`src/rtl/generic_pipe_clr.sv`:
```
// Valid/ready pipeline of DEPTH register stages with synchronous flush.
// COLLAPSE=1 lets each stage advance independently; COLLAPSE=0 stalls the whole pipe.
module generic_pipe_clr #(
  parameter int               WIDTH       = 8,
  parameter int               DEPTH       = 2,
  parameter logic [WIDTH-1:0] RESET_VALUE = '0,
  parameter int               COLLAPSE    = 1
) (
  input  logic                       clk,
  input  logic                       rst,
  input  logic                       clr,
  input  logic                       in_valid,
  input  logic [WIDTH-1:0]           in_data,
  output logic                       in_ready,
  output logic                       out_valid,
  output logic [WIDTH-1:0]           out_data,
  input  logic                       out_ready,
  output logic [$clog2(DEPTH+1)-1:0] count
);

  localparam int CW = $clog2(DEPTH+1);

  logic [DEPTH-1:0] valid_r;
  logic [DEPTH-1:0] valid_nxt;
  logic [DEPTH-1:0] adv;
  logic [WIDTH-1:0] data_r   [DEPTH];
  logic [WIDTH-1:0] data_nxt [DEPTH];
  logic [CW-1:0]    count_r;
  logic [CW-1:0]    count_nxt;
  logic             shift;
  logic             in_ready_s;

  // Per-stage advance enables: ripple from the output side, or one global shift.
  always_comb begin : adv_calc
    logic carry;
    shift = !(valid_r[DEPTH-1] && !out_ready);
    carry = out_ready;
    adv   = '0;
    for (int i = DEPTH-1; i >= 0; i--) begin
      if (COLLAPSE != 0) begin
        adv[i] = carry;
        carry  = !valid_r[i] || carry;
      end else begin
        adv[i] = shift;
      end
    end
    if (COLLAPSE != 0) begin
      in_ready_s = (!valid_r[0] || adv[0]) && !clr;
    end else begin
      in_ready_s = shift && !clr;
    end
  end

  // Next stage contents; data registers only load when a valid item arrives.
  always_comb begin
    valid_nxt = valid_r;
    data_nxt  = data_r;
    if (clr) begin
      valid_nxt = '0;
      for (int i = 0; i < DEPTH; i++) begin
        data_nxt[i] = RESET_VALUE;
      end
    end else begin
      if (in_ready_s) begin
        valid_nxt[0] = in_valid;
        if (in_valid) begin
          data_nxt[0] = in_data;
        end else begin
          data_nxt[0] = data_r[0];
        end
      end else if (adv[0]) begin
        valid_nxt[0] = 1'b0;
      end else begin
        valid_nxt[0] = valid_r[0];
      end
      for (int i = 1; i < DEPTH; i++) begin
        if (adv[i-1]) begin
          valid_nxt[i] = valid_r[i-1];
          if (valid_r[i-1]) begin
            data_nxt[i] = data_r[i-1];
          end else begin
            data_nxt[i] = data_r[i];
          end
        end else if (adv[i]) begin
          valid_nxt[i] = 1'b0;
        end else begin
          valid_nxt[i] = valid_r[i];
        end
      end
    end
    count_nxt = '0;
    for (int i = 0; i < DEPTH; i++) begin
      count_nxt = count_nxt + CW'(valid_nxt[i]);
    end
  end

  // Stage registers and registered occupancy count.
  always_ff @(posedge clk) begin
    if (rst) begin
      valid_r <= '0;
      count_r <= '0;
      for (int i = 0; i < DEPTH; i++) begin
        data_r[i] <= RESET_VALUE;
      end
    end else begin
      valid_r <= valid_nxt;
      count_r <= count_nxt;
      for (int i = 0; i < DEPTH; i++) begin
        data_r[i] <= data_nxt[i];
      end
    end
  end

  assign in_ready  = in_ready_s;
  assign out_valid = valid_r[DEPTH-1];
  assign out_data  = data_r[DEPTH-1];
  assign count     = count_r;

endmodule

```
`config.mk`:
```
export PLATFORM = sky130hd
export DESIGN_NAME = generic_pipe_clr
export DESIGN_NICKNAME = d
export VERILOG_FILES = /design/src/rtl/generic_pipe_clr.sv
export SDC_FILE = /design/constraint.sdc
export NUM_CORES = 1
export LEC_CHECK = 0
export BUFFER_PORTS_ARGS = -buffer_cell sky130_fd_sc_hd__buf_2
export CORE_AREA = 2 2 48 50
export CTS_CLUSTER_SIZE = 20
export DETAILED_ROUTE_END_ITERATION = 8
export DIE_AREA = 0 0 50 52
export PLACE_DENSITY = 0.73
export SYNTH_ARGS = -nofsm -noshare
export SYNTH_HDL_FRONTEND = slang
export SYNTH_SLANG_ARGS = --single-unit
```
`constraint.sdc`:
```
create_clock -name clk -period 1.2 [get_ports clk]
set_clock_uncertainty 0.05 [all_clocks]
set_input_delay 0 -clock clk [delete_from_list [all_inputs] [get_ports clk]]
set_output_delay 0 -clock clk [all_outputs]
set_load 0.01 [all_outputs]
```
==> results.sh <==
export IMPL_status="complete, but fails checks"
export IMPL_violations="negative setup slack"
export IMPL_critPathKind="reg -> reg"
export IMPL_layout_area_seq_um2=402
export IMPL_drt_iter0_drc=13
export IMPL_fin_hold_ws_ns=0.115
export IMPL_p_per_area_nw_per_um2=1140
export IMPL_synthDistinctLibCells=21
export IMPL_synth_nets=116
export IMPL_internal_power_mw=1.08
export IMPL_synth_most_common_cell="dfxtp_1"
export IMPL_cp_end_kind="flip-flop"
export IMPL_synth_adder_area_share_pct=1.41
export IMPL_hold_viol=0
export IMPL_areaGrowthSynthToFinish_pct=33.9
export IMPL_firstDrtPassIters=4
export IMPL_comb_power_share_pct=9.8
export IMPL_synthArstFlopShare_pct=0
export IMPL_synth_xor_area_share_pct=0
export IMPL_totalWireLength_mm=1.93
export IMPL_ys_flop_type="dfxtp_1"
export IMPL_n_fill_cell=191
export IMPL_grt_antenna_before_repair=0
export IMPL_via_per_inst=5.20
export IMPL_p_leak_nw=0.520
export IMPL_syn_inst=102
export IMPL_period_needed_ns=1.28
export IMPL_setup_ws_ns=-0.0772
export IMPL_pwr_share_seq_pct=50.1
export IMPL_clockRootBuffer="clkbuf_4"
export IMPL_critPathLaunchType="flip-flop"
export IMPL_die_area_um2=2600
export IMPL_path_max_fanout=4
export IMPL_io_pins=25
export IMPL_crit_required_ns=1.35
export IMPL_clockPowerShare_pct=40.0
export IMPL_grt_overflow=0
export IMPL_p_sw_share_pct=20.5
export IMPL_yosys_register_bits=20
export IMPL_synth_area_um2=887
export IMPL_yosysTopAreaCellShare_pct=45.1
export IMPL_grt_max_degree=17
export IMPL_max_slew_margin_pct=76.3
export IMPL_numCtsBuffers=3
export IMPL_wl_per_cell_um=12.1
export IMPL_ant_nets=0
export IMPL_portBuffers=24
export IMPL_cts_sinks=20
export IMPL_clock_latency_ns=0.29
export IMPL_die_y_um=52
export IMPL_path_clk_slew_ns=0.11
export IMPL_drive_gt1_share_pct=35.9
export IMPL_num_rows=17
export IMPL_synth_simple_area_share_pct=24.3
export IMPL_place_ws_ns=-0.0466
export IMPL_synth_area_leaders="dfxtp_1 (45%), o311ai_1 (7.9%), buf_4 (7.6%)"
export IMPL_synth_cells_most_frequent="dfxtp_1 (20), buf_4 (9)"
export IMPL_via_count=827
export IMPL_core_area_um2=2110
export IMPL_drv_cap=0
export IMPL_p_sw_mw=0.278
export IMPL_grt_pass1_vias=697
export IMPL_cts_buffer_depth=2
export IMPL_rsz0062_at_grt="true"
export IMPL_ir_drop_mv=0.843
export IMPL_dp_hpwl_mm=1.30
export IMPL_drc=0
export IMPL_die_w_um=50
export IMPL_synth_area_leader_cell="dfxtp_1"
export IMPL_tightestPinTransition_ns=0.355
export IMPL_place_congestion=0.747
export IMPL_nets=146
export IMPL_critPathArrivalTime_ns=1.43
export IMPL_hold_path_class="in -> reg"
export IMPL_period_share_pct=106
export IMPL_finalSetupViolations=3
export IMPL_synth_compound_area_share_pct=16.9
export IMPL_synth_edf_count=0
export IMPL_ys_warn_count=0
export IMPL_cts_tree="yes"
export IMPL_grt_pass1_wl_mm=3.15
export IMPL_n_antenna_cell=0
export IMPL_track_usage_pct=16.1
export IMPL_seq_area_frac_synth_pct=45.1
export IMPL_synth_top_family_by_area="simple AND/OR/NAND/NOR gates"
export IMPL_avgSynthCellArea_um2=8.70
export IMPL_synthMuxAreaShare_pct=0
export IMPL_max_freq_ghz=0.783
export IMPL_multi_input_area_um2=414
export IMPL_htree_num_levels=1
export IMPL_initial_utilization_pct=42.1
export IMPL_drv_slew=0
==> state kept, by name (all words and copies together) (netlist names) <==
| signal | cells |
|---|---|
| out_data | 8 |
| valid_r | 2 |
| count | 2 |
| data_r | 8 |
==> power by group through the flow <==
stage               sequential, mW  combinational [mW]  clock [mW]
global route                 0.681               0.147       0.579
finish                       0.680               0.133       0.543
global placement             0.694              0.0939           0
CTS                          0.679               0.122       0.550
detailed placement           0.695              0.0966           0
floorplan                    0.695              0.0533           0
==> metrics by stage <==
| step | power, mW | area, um^2 | setup TNS (ns) | cells | utilization, % |
|---|---|---|---|---|---|
| global placement | 0.788 | 995 | 0 | 145 | 47.2 |
| detailed placement | 0.791 | 995 | -0.0480 | 145 | 47.2 |
| global route | 1.41 | 1190 | -0.690 | 159 | 56.4 |
| CTS | 1.35 | 1150 | -0.161 | 159 | 54.7 |
| floorplan | 0.749 | 896 | -0.0903 | 102 | - |
| finish | 1.36 | 1190 | -0.135 | 159 | 56.4 |
==> worst max-delay path, stage by stage, from the launching register on <==
cell     delay, ns
dfxtp_2       0.35
and3b_2       0.23
nor2_4        0.09
nor2_1        0.05
ha_1          0.29
nor2b_4       0.13
==> kinds of logic (layout without fill, tap and decap cells) <==
logic type | after synthesis | in the layout
adders and majority gates | 1 | 1
AOI/OAI and AO/OA | 24 | 24
and+or+nand+nor | 40 | 40
buffers and inverters | 17 | 46
DFF | 20 | 20
==> final timing paths <==
path,from,end,slack (ns),cells past startpoint
min,clr,data_r[13],0.12,3
min reg2reg,data_r[13],data_r[13],0.42,2
max reg2reg,valid_r[1],count[0],-0.08,5
max,valid_r[1],count[0],-0.08,5
==> per-layer routing <==
metal	part of all wire [%]	wire length, um	up-vias	GRT usage, %
li1	-	-	415	-
met1	43	834	388	19.8
met2	52	1000	22	26.8
met3	3.7	71	2	2.59
met4	0.99	19	0	9.26
met5	0	0	-	0
==> cell type report <==
type                       instances  share of cell area [%]
inverter                           2                   0.948
clock buffer                       3                    1.90
clock inverter                     1                    2.53
timing repair buffer              40                    23.0
sequential                        20                    33.8
multi-input combinational         65                    34.9
tap                               28                    2.95
==> placed cells by master, fill, tap and decap left out, drive strengths merged, types with 3 or more instances in the layout <==
cell type	count
o311ai	8
nand4	8
buf	30
nand2	8
a21oi	8
nor2b	3
o21ai	8
dfxtp	20
nor2	8
dlygate4sd3	10
clkbuf	3
nand3	8
==> repair_timing <==
action                                  4_1_cts  5_1_grt
resized for setup                             2       17
setup buffers                                 0        0
hold endpoints to repair                     11        0
hold buffers                                 10        0
gates cloned                                  0        0
endpoints found under the setup margin        4       16
pin swaps                                     0        8
(Power assumes the default switching activity.)
